<file path="src/rtl/pio_irq_pkg.sv">
// Shared constants for the pio_irq_ctrl Avalon-MM parallel I/O block.
// Register map, bus width and edge-select encoding.
package pio_irq_pkg;

  localparam int DATA_W = 32;
  localparam int ADDR_W = 3;

  localparam logic [ADDR_W-1:0] ADDR_IN       = 3'd0;
  localparam logic [ADDR_W-1:0] ADDR_OUT      = 3'd1;
  localparam logic [ADDR_W-1:0] ADDR_OUTSET   = 3'd2;
  localparam logic [ADDR_W-1:0] ADDR_OUTCLR   = 3'd3;
  localparam logic [ADDR_W-1:0] ADDR_IRQ_MASK = 3'd4;
  localparam logic [ADDR_W-1:0] ADDR_EDGE_CAP = 3'd5;
  localparam logic [ADDR_W-1:0] ADDR_EDGE_SEL = 3'd6;
  localparam logic [ADDR_W-1:0] ADDR_INFO     = 3'd7;

  localparam logic EDGE_RISE = 1'b0;
  localparam logic EDGE_FALL = 1'b1;

  // Cycles after reset release before edge detection is armed
  localparam logic [1:0] ARM_DONE = 2'd3;

  function automatic logic [DATA_W-1:0] info_word(
    input int unsigned in_w,
    input int unsigned out_w
  );
    return {16'h0000, in_w[7:0], out_w[7:0]};
  endfunction

endpackage

</file>
<file path="src/rtl/pio_in_channel.sv">
// One input channel: 2-flop sync, optional debounce, edge detect.
// Debounce present when PIO_IRQ_CTRL_DEBOUNCE_EN is defined.
module pio_in_channel
  import pio_irq_pkg::*;
#(
  parameter int unsigned DEBOUNCE_CYCLES = 16
) (
  input  logic clk,
  input  logic rst,
  input  logic pin,
  input  logic edge_sel,
  input  logic det_en,
  output logic level,
  output logic edge_pulse
);

  logic sync1_q, sync1_d;
  logic sync2_q, sync2_d;
  logic prev_q, prev_d;
  logic edge_q, edge_d;
  logic filt;

`ifdef PIO_IRQ_CTRL_DEBOUNCE_EN
  localparam int CNT_W = $clog2(DEBOUNCE_CYCLES + 1);
  localparam logic [CNT_W-1:0] CNT_MAX  = CNT_W'(DEBOUNCE_CYCLES);
  localparam logic [CNT_W-1:0] CNT_LAST = CNT_W'(DEBOUNCE_CYCLES - 1);

  logic [CNT_W-1:0] cnt_q, cnt_d;
  logic filt_q, filt_d;

  always_comb begin
    cnt_d  = cnt_q;
    filt_d = filt_q;
    if (sync2_q == filt_q) begin
      cnt_d = '0;
    end else if (cnt_q == CNT_LAST) begin
      cnt_d  = CNT_MAX;
      filt_d = sync2_q;
    end else if (cnt_q != CNT_MAX) begin
      cnt_d = cnt_q + 1'b1;
    end
  end

  always_ff @(posedge clk or posedge rst) begin
    if (rst) begin
      cnt_q  <= '0;
      filt_q <= 1'b0;
    end else begin
      cnt_q  <= cnt_d;
      filt_q <= filt_d;
    end
  end

  assign filt = filt_q;
`else
  logic unused_db;
  assign unused_db = ^DEBOUNCE_CYCLES;
  assign filt = sync2_q;
`endif

  always_comb begin
    sync1_d = pin;
    sync2_d = sync1_q;
    prev_d  = filt;
    edge_d  = 1'b0;
    if (det_en) begin
      if (edge_sel == EDGE_FALL) edge_d = prev_q & ~filt;
      else                       edge_d = filt & ~prev_q;
    end
  end

  always_ff @(posedge clk or posedge rst) begin
    if (rst) begin
      sync1_q <= 1'b0;
      sync2_q <= 1'b0;
      prev_q  <= 1'b0;
      edge_q  <= 1'b0;
    end else begin
      sync1_q <= sync1_d;
      sync2_q <= sync2_d;
      prev_q  <= prev_d;
      edge_q  <= edge_d;
    end
  end

  assign level      = filt;
  assign edge_pulse = edge_q;

endmodule

</file>
<file path="src/rtl/pio_irq_ctrl.sv">
// Avalon-MM parallel I/O with set/clear outputs and edge interrupts.
// Input debounce enabled by defining PIO_IRQ_CTRL_DEBOUNCE_EN.
module pio_irq_ctrl
  import pio_irq_pkg::*;
#(
  parameter int unsigned OUT_W           = 8,
  parameter int unsigned IN_W            = 4,
  parameter logic [OUT_W-1:0] OUT_RESET  = '0,
  parameter int unsigned DEBOUNCE_CYCLES = 16
) (
  input  logic              clk_clk,
  input  logic              reset_reset,
  input  logic [ADDR_W-1:0] avs_address,
  input  logic              avs_read,
  input  logic              avs_write,
  input  logic [DATA_W-1:0] avs_writedata,
  output logic [DATA_W-1:0] avs_readdata,
  input  logic [IN_W-1:0]   pio_in,
  output logic [OUT_W-1:0]  pio_out,
  output logic              irq
);

  logic [OUT_W-1:0]  out_q, out_d;
  logic [IN_W-1:0]   mask_q, mask_d;
  logic [IN_W-1:0]   cap_q, cap_d;
  logic [IN_W-1:0]   sel_q, sel_d;
  logic              irq_q, irq_d;
  logic [DATA_W-1:0] rdata_q, rdata_d;
  logic [1:0]        arm_q, arm_d;

  logic [IN_W-1:0]   in_lvl;
  logic [IN_W-1:0]   in_edge;
  logic [IN_W-1:0]   w1c;
  logic [DATA_W-1:0] rd_word;
  logic              det_en;

  logic [OUT_W-1:0]  wdata_o;
  logic [IN_W-1:0]   wdata_i;
  logic              wr_out, wr_set, wr_clr;
  logic              wr_mask, wr_cap, wr_sel;

  logic unused_wdata;
  assign unused_wdata = ^avs_writedata;

  assign det_en = (arm_q == ARM_DONE);

  for (genvar i = 0; i < int'(IN_W); i++) begin : g_ch
    pio_in_channel #(
      .DEBOUNCE_CYCLES(DEBOUNCE_CYCLES)
    ) u_ch (
      .clk       (clk_clk),
      .rst       (reset_reset),
      .pin       (pio_in[i]),
      .edge_sel  (sel_q[i]),
      .det_en    (det_en),
      .level     (in_lvl[i]),
      .edge_pulse(in_edge[i])
    );
  end

  assign wdata_o = avs_writedata[OUT_W-1:0];
  assign wdata_i = avs_writedata[IN_W-1:0];

  assign wr_out  = avs_write && (avs_address == ADDR_OUT);
  assign wr_set  = avs_write && (avs_address == ADDR_OUTSET);
  assign wr_clr  = avs_write && (avs_address == ADDR_OUTCLR);
  assign wr_mask = avs_write && (avs_address == ADDR_IRQ_MASK);
  assign wr_cap  = avs_write && (avs_address == ADDR_EDGE_CAP);
  assign wr_sel  = avs_write && (avs_address == ADDR_EDGE_SEL);

  always_comb begin
    out_d  = out_q;
    mask_d = mask_q;
    sel_d  = sel_q;
    w1c    = '0;
    unique case (1'b1)
      wr_out:  out_d  = wdata_o;
      wr_set:  out_d  = out_q | wdata_o;
      wr_clr:  out_d  = out_q & ~wdata_o;
      wr_mask: mask_d = wdata_i;
      wr_cap:  w1c    = wdata_i;
      wr_sel:  sel_d  = wdata_i;
      default: ;
    endcase
    // A new edge wins over a same-cycle clear of that bit
    cap_d = (cap_q & ~w1c) | in_edge;
    irq_d = |(cap_q & mask_q);
    arm_d = det_en ? arm_q : arm_q + 2'd1;
  end

  always_comb begin
    rd_word = '0;
    unique case (avs_address)
      ADDR_IN:       rd_word[IN_W-1:0]  = in_lvl;
      ADDR_OUT:      rd_word[OUT_W-1:0] = out_q;
      ADDR_IRQ_MASK: rd_word[IN_W-1:0]  = mask_q;
      ADDR_EDGE_CAP: rd_word[IN_W-1:0]  = cap_q;
      ADDR_EDGE_SEL: rd_word[IN_W-1:0]  = sel_q;
      ADDR_INFO:     rd_word = info_word(IN_W, OUT_W);
      default:       rd_word = '0;
    endcase
    rdata_d = avs_read ? rd_word : rdata_q;
  end

  always_ff @(posedge clk_clk or posedge reset_reset) begin
    if (reset_reset) begin
      out_q   <= OUT_RESET;
      mask_q  <= '0;
      cap_q   <= '0;
      sel_q   <= '0;
      irq_q   <= 1'b0;
      rdata_q <= '0;
      arm_q   <= '0;
    end else begin
      out_q   <= out_d;
      mask_q  <= mask_d;
      cap_q   <= cap_d;
      sel_q   <= sel_d;
      irq_q   <= irq_d;
      rdata_q <= rdata_d;
      arm_q   <= arm_d;
    end
  end

  assign pio_out      = out_q;
  assign irq          = irq_q;
  assign avs_readdata = rdata_q;

endmodule

</file>
<file path="config.mk">
export PLATFORM = sky130hd
export DESIGN_NAME = pio_irq_ctrl
export DESIGN_NICKNAME = d
export VERILOG_FILES = /design/src/rtl/pio_irq_pkg.sv /design/src/rtl/pio_in_channel.sv /design/src/rtl/pio_irq_ctrl.sv
export SDC_FILE = /design/constraint.sdc
export NUM_CORES = 1
export LEC_CHECK = 0
export ABC_AREA = 1
export CAP_MARGIN = 10
export CORE_UTILIZATION = 47
export CTS_CLUSTER_DIAMETER = 100
export DETAILED_ROUTE_END_ITERATION = 12
export GPL_TIMING_DRIVEN = 0
export HOLD_SLACK_MARGIN = 0.05
export PLACE_DENSITY = 0.82
export RECOVER_POWER = 100
export SYNTH_ARGS = -nofsm -noshare
export SYNTH_HDL_FRONTEND = slang
export SYNTH_SLANG_ARGS = --single-unit
</file>
<file path="constraint.sdc">
create_clock -name clk_clk -period 2.7 [get_ports clk_clk]
set_clock_uncertainty 0.1 [all_clocks]
set_input_delay 0.54 -clock clk_clk [delete_from_list [all_inputs] [get_ports clk_clk]]
set_output_delay 0.54 -clock clk_clk [all_outputs]
set_load 0.01 [all_outputs]
</file>
==> impl_metrics.json, run 1 <==
{
  "cpMostUsedCell": "nand2_1",
  "placedCellCount": 351,
  "cts_buffer_depth": 2,
  "clk_pin_slew_ns": 0.09,
  "switching_share": 0.268,
  "grt_pass1_wl_mm": 7.42,
  "crit_path_end_kind": "flop",
  "yosysWarnings": 0,
  "final_cell_mix": "nand2_1, dfrtp_1, dlygate4sd3_1, buf_4, conb_1",
  "min_period_ns": 2.01,
  "cp_max_fo": 8,
  "die-width_um": 70.1,
  "grt-ovfl-total": 0,
  "diodes": 0,
  "synth.area.mux_share": 0,
  "via_per_inst": 4.82,
  "yosys.area_share.simple": 0.222,
  "io_buffers": 35,
  "power.leakage_uw": 0.00143,
  "first_iter_violations": 119,
  "crit_type": "in2reg",
  "netlist_instances": 241,
  "cts.sinks": 48,
  "first_pass_iters": 4,
  "rsz0062_at_grt": "false",
  "drc": 0,
  "antenna_found_initial": 0,
  "synth_top_family_by_area": "simple AND/OR/NAND/NOR gates",
  "cp.arrival_ns": 2.12,
  "path_cells": "dlygate4sd3_1 > nand2_1 > nor2_1 > nand2_1 > o21ai_0",
  "synthDistinctLibCells": 26,
  "antenna_left": 0,
  "fp.dieH_um": 70.1,
  "timing.fmax_mhz": 497,
  "drv_slew": 0,
  "track_usage": 0.194,
  "htree_levels": 2,
  "crit_required_ns": 2.81,
  "via_count": 1729,
  "gp_congestion": 0.773,
  "ys_ff_latch": 48,
  "core-area_um2": 4410,
  "p_int_uw": 1230,
  "hp-class": "reg2reg",
  "syn2layout_area_growth_pct": 27.9,
  "status": "completed",
  "synth_xor_area_frac": 0.00401,
  "power_frac_seq": 0.514,
  "yosysTopAreaCellShare": 0.550,
  "powerDensity_nw_per_um2": 603,
  "setup_tns_ns": 0,
  "syn_area_um2": 2180,
  "irDropWorstVdd_v": 0.000410,
  "io_pins": 84,
  "die_area_um2": 4920,
  "clockPowerShare": 0.301,
  "synth_area_per_cell_um2": 9.05,
  "synth.area.top_cells": "dfrtp_1, nand2_1, buf_4",
  "dp_hpwl_mm": 3.35,
  "combPwrFrac": 0.185,
  "initial_core_util": 0.494,
  "slowest_stage": "dlygate4sd3_1",
  "cts_tree": "yes",
  "drv_cap": 0,
  "wire_per_inst_um": 12.0,
  "yosysTopAreaCell": "dfrtp_1",
  "slew_headroom": 0.448,
  "start_kind": "input pin",
  "cts_root_buffer": "clkbuf_8",
  "holdWs_ns": 0.256,
  "yosysSeqAreaShare": 0.550,
  "p_sw_uw": 450,
  "row_count": 24,
  "cp_slowest_stage_delay_ns": 0.72,
  "synth-adder-area-share": 0.00573,
  "min_period_over_period": 0.745,
  "synth_compound_area_frac": 0.0917,
  "grt_pass1_vias": 1667,
  "grt_max_degree": 28,
  "cts-resized-gates": 0,
  "postCtsSetupBuffers": 0,
  "clk_latency_ns": 0.30,
  "cts_hold_buf": 0,
  "cts_buffers": 5,
  "setup_viol": 0,
  "drt-total-wl_mm": 4.31,
  "layout.nets": 350,
  "final_common_cell": "nand2_1",
  "hold_viol": 0,
  "fin_cells": 359,
  "tightest_slew_ns": 0.827,
  "layout-drive-gt1-share": 0.121
}
through the flow:
step / cell area, um2 / power [uW] / util / setup slack [ns]
final: 2790 / 1680 / 0.632 / 0.689
after global routing: 2790 / 1770 / 0.632 / 0.577
after CTS: 2810 / 1710 / 0.636 / 0.800
after detailed placement: 2700 / 1210 / 0.612 / 0.487
after global placement: 2680 / 1190 / 0.607 / 0.0546
after floorplan: 2260 / 1050 / - / 0.916
critical path, delay by kind of cell:
family	cells	cell delay, ns
AND/OR/NAND/NOR	3	0.60
buffers and inverters	1	0.72
AO/OA/AOI/OAI	1	0.25
power by group through the flow:
stage / clock network [uW] / registers, uW / logic (uW)
finish: 506 / 864 / 312
global route: 544 / 876 / 350
global placement: 0 / 875 / 318
detailed placement: 0 / 879 / 333
floorplan: 0 / 882 / 172
CTS: 513 / 865 / 334
layout make-up:
class | instances | area [um2]
plain buffers | 27 | 193
clock buffers | 6 | 72.6
clock inverters | 2 | 35.0
fillers | 383 | 1620
inverters | 21 | 78.8
multi-input cells | 167 | 774
flip-flops and latches | 48 | 1200
well taps | 52 | 65.1
repair buffers | 36 | 370
flip-flops by register name, indices dropped and copies added (netlist names), 4 cells and up:
signal and cells:
avs_readdata 9, cap_q 4, g_ch.u_ch.edge_pulse 4, g_ch.u_ch.level 4, g_ch.u_ch.prev_q 4, g_ch.u_ch.sync1_q 4
mask_q 4, pio_out 8, sel_q 4
cells by family after synthesis:
| family | Yosys count |
|---|---|
| adder cells (fa/ha/maj) | 1 |
| buffers and inverters | 48 |
| AND/OR/NAND/NOR | 105 |
| flip-flops | 48 |
| XOR/XNOR | 1 |
| other | 1 |
| AO/OA/AOI/OAI | 37 |
per-layer routing:
metal  global-route usage  wire length [um]
met2                0.332              2210
met1                0.241              1810
met5                    0                 0
met4               0.0800                59
met3               0.0361               233
synth_stat cells:
cell       n
buf_4     24
nor3_1     3
nand4_1    6
o21a_1     3
o21ai_1    8
ha_1       1
nor2_4     1
inv_2      1
buf_1      1
dfrtp_1   48
nand3_1   21
nand2_2    1
nand3_2    1
nand2_1   61
nor2_2     2
clkbuf_1   1
buf_2      1
conb_1     1
nand2_4    1
inv_1     20
nor2_8     1
xnor2_1    1
o21ai_0   14
o21bai_1   3
nor2_1     7
a21oi_1    9
path summary, 6_finish.rpt:
| kind | from | endpoint | slack, ns | cells after the start |
|---|---|---|---|---|
| hold / removal | g_ch[3].u_ch.sync1_q | g_ch[3].u_ch.level | 0.26 | 0 |
| setup reg to reg | arm_q[0] | g_ch[1].u_ch.edge_pulse | 1.55 | 3 |
| max in group asynchronous | reset_reset | pio_out[5] | 1.16 | 3 |
| setup / recovery | avs_address[1] | sel_q[2] | 0.69 | 5 |
| hold reg to reg | g_ch[3].u_ch.sync1_q | g_ch[3].u_ch.level | 0.26 | 0 |
| min in group asynchronous | reset_reset | arm_q[0] | 0.73 | 2 |
No activity file was read; power rests on OpenSTA's default activity.
==> inputs of run 2 (changes only) <==
--- a/config.mk
+++ b/config.mk
@@ -7,12 +7,12 @@
 export LEC_CHECK = 0
 export ABC_AREA = 1
 export CAP_MARGIN = 10
-export CORE_UTILIZATION = 47
+export CORE_UTILIZATION = 39
 export CTS_CLUSTER_DIAMETER = 100
 export DETAILED_ROUTE_END_ITERATION = 12
 export GPL_TIMING_DRIVEN = 0
 export HOLD_SLACK_MARGIN = 0.05
-export PLACE_DENSITY = 0.82
+export PLACE_DENSITY = 0.72
 export RECOVER_POWER = 100
 export SYNTH_ARGS = -nofsm -noshare
 export SYNTH_HDL_FRONTEND = slang
==> constraint.sdc (replaced) <==
create_clock -name clk_clk -period 1.6 [get_ports clk_clk]
set_clock_uncertainty 0.1 [all_clocks]
set_input_delay 0.32 -clock clk_clk [delete_from_list [all_inputs] [get_ports clk_clk]]
set_output_delay 0.32 -clock clk_clk [all_outputs]
set_load 0.01 [all_outputs]
==> run 2 against run 1 <==
Die area grew 20%; critical path depth is the same; hold slack got worse by 0.0040 ns; clock power is 45% higher; via count is 1.7% lower; cell count grew 5.3%; register-to-register slack got worse by 1.1 ns; total power up 61%; clock-buffer cell count unchanged.
==> impl_metrics.json, run 2 (synthesis gave the netlist of run 1 again) <==
{
  "hp-class": "reg2reg",
  "fp.dieH_um": 76.8,
  "die_area_um2": 5900,
  "syn2layout_area_growth_pct": 28.6,
  "cts_root_buffer": "clkbuf_8",
  "die-width_um": 76.8,
  "diodes": 0,
  "hold_viol": 0,
  "setup_tns_ns": 0,
  "grt_pass1_wl_mm": 7.29,
  "layout.nets": 351,
  "grt_pass1_vias": 1545,
  "drt-total-wl_mm": 4.42,
  "grt-ovfl-total": 0,
  "final_common_cell": "nand2_1",
  "power.leakage_uw": 0.00147,
  "setup_viol": 0,
  "antenna_left": 0,
  "min_period_over_period": 0.949,
  "crit_type": "in2reg",
  "finalInstanceArea_um2": 2810,
  "clk_latency_ns": 0.30,
  "antenna_found_initial": 0,
  "drv_slew": 0,
  "crit_path_end_kind": "flop",
  "track_usage": 0.158,
  "tightest_slew_ns": 0.612,
  "powerDensity_nw_per_um2": 962,
  "slew_headroom": 0.592,
  "htree_levels": 2,
  "timing.fmax_mhz": 659,
  "gp_congestion": 0.823,
  "min_period_ns": 1.52,
  "irDropWorstVdd_v": 0.000487,
  "cts_buffer_depth": 2,
  "first_pass_iters": 4,
  "start_kind": "input pin",
  "grt_max_degree": 35,
  "io_pins": 84,
  "initial_core_util": 0.417,
  "first_iter_violations": 147,
  "cts_buffers": 5,
  "row_count": 26,
  "holdWs_ns": 0.252,
  "utilization": 0.536,
  "dp_slack_ns": -0.398,
  "cp.arrival_ns": 1.60,
  "cts_hold_buf": 0,
  "via_per_inst": 4.49,
  "core-area_um2": 5240,
  "crit_required_ns": 1.68,
  "layout-drive-gt1-share": 0.140,
  "status": "completed",
  "dp_hpwl_mm": 3.28,
  "drc": 0,
  "cp_max_fo": 10,
  "cts_tree": "yes",
  "place_area_um2": 2720,
  "drv_cap": 0,
  "via_count": 1699,
  "worst_slack_ns": 0.0819,
  "final_cell_mix": "nand2_1, dfrtp_1, buf_4, conb_1, nand3_1",
  "cts.sinks": 48,
  "largest_reg_flops": 9,
  "rsz0062_at_grt": "false",
  "io_buffers": 35,
  "wire_per_inst_um": 11.7,
  "clk_pin_slew_ns": 0.08
}
## run 2: metal layers
metal	vias to the layer above	wire [um]	global-route usage
met1	780	2040	0.212
met3	7	201	0.0321
li1	869	-	-
met5	-	0	0
met2	43	2120	0.250
met4	0	57	0.0615
## run 2: final timing paths
kind,from,end,slack (ns),cells after the start
hold reg to reg,g_ch[2].u_ch.sync1_q,g_ch[2].u_ch.level,0.25,0
min in group asynchronous,reset_reset,g_ch[2].u_ch.sync1_q,0.43,2
setup / recovery,avs_address[2],mask_q[0],0.08,5
max in group asynchronous,reset_reset,avs_readdata[0],0.39,3
hold / removal,g_ch[2].u_ch.sync1_q,g_ch[2].u_ch.level,0.25,0
setup reg to reg,arm_q[0],g_ch[1].u_ch.edge_pulse,0.47,3
## run 2: worst max-delay path: stages
cell             delay, ns
clkdlybuf4s50_1       0.54
buf_2                 0.24
nand3_1               0.27
nand2_1               0.14
o21ai_0               0.09
## run 2: final cells by class
class | instances | area [um2]
flip-flops and latches | 48 | 1200
clock buffers | 6 | 82.6
clock inverters | 2 | 10.0
fillers | 507 | 2430
repair buffers | 37 | 359
inverters | 21 | 78.8
multi-input cells | 167 | 792
well taps | 70 | 87.6
plain buffers | 27 | 194
## run 2: what timing repair did
item,4_1_cts,5_1_grt
buffers inserted,0,1
endpoints found under the hold margin,0,0
endpoints found under the setup margin,21,23
pin swaps,1,1
resized for setup,19,2
## run 2: per-stage QoR
step	total power (uW)	cells
final	2700	378
after global placement	2020	368
after CTS	2730	377
after floorplan	1780	263
after detailed placement	2040	369
after global routing	2850	378
## run 2: power breakdown
group / internal, uW / switching [uW] / leakage (uW)
clock: 345 / 387 / 0.0000510
combinational: 241 / 269 / 0.000847
sequential: 1360 / 99.4 / 0.000572
total: 1940 / 756 / 0.00147
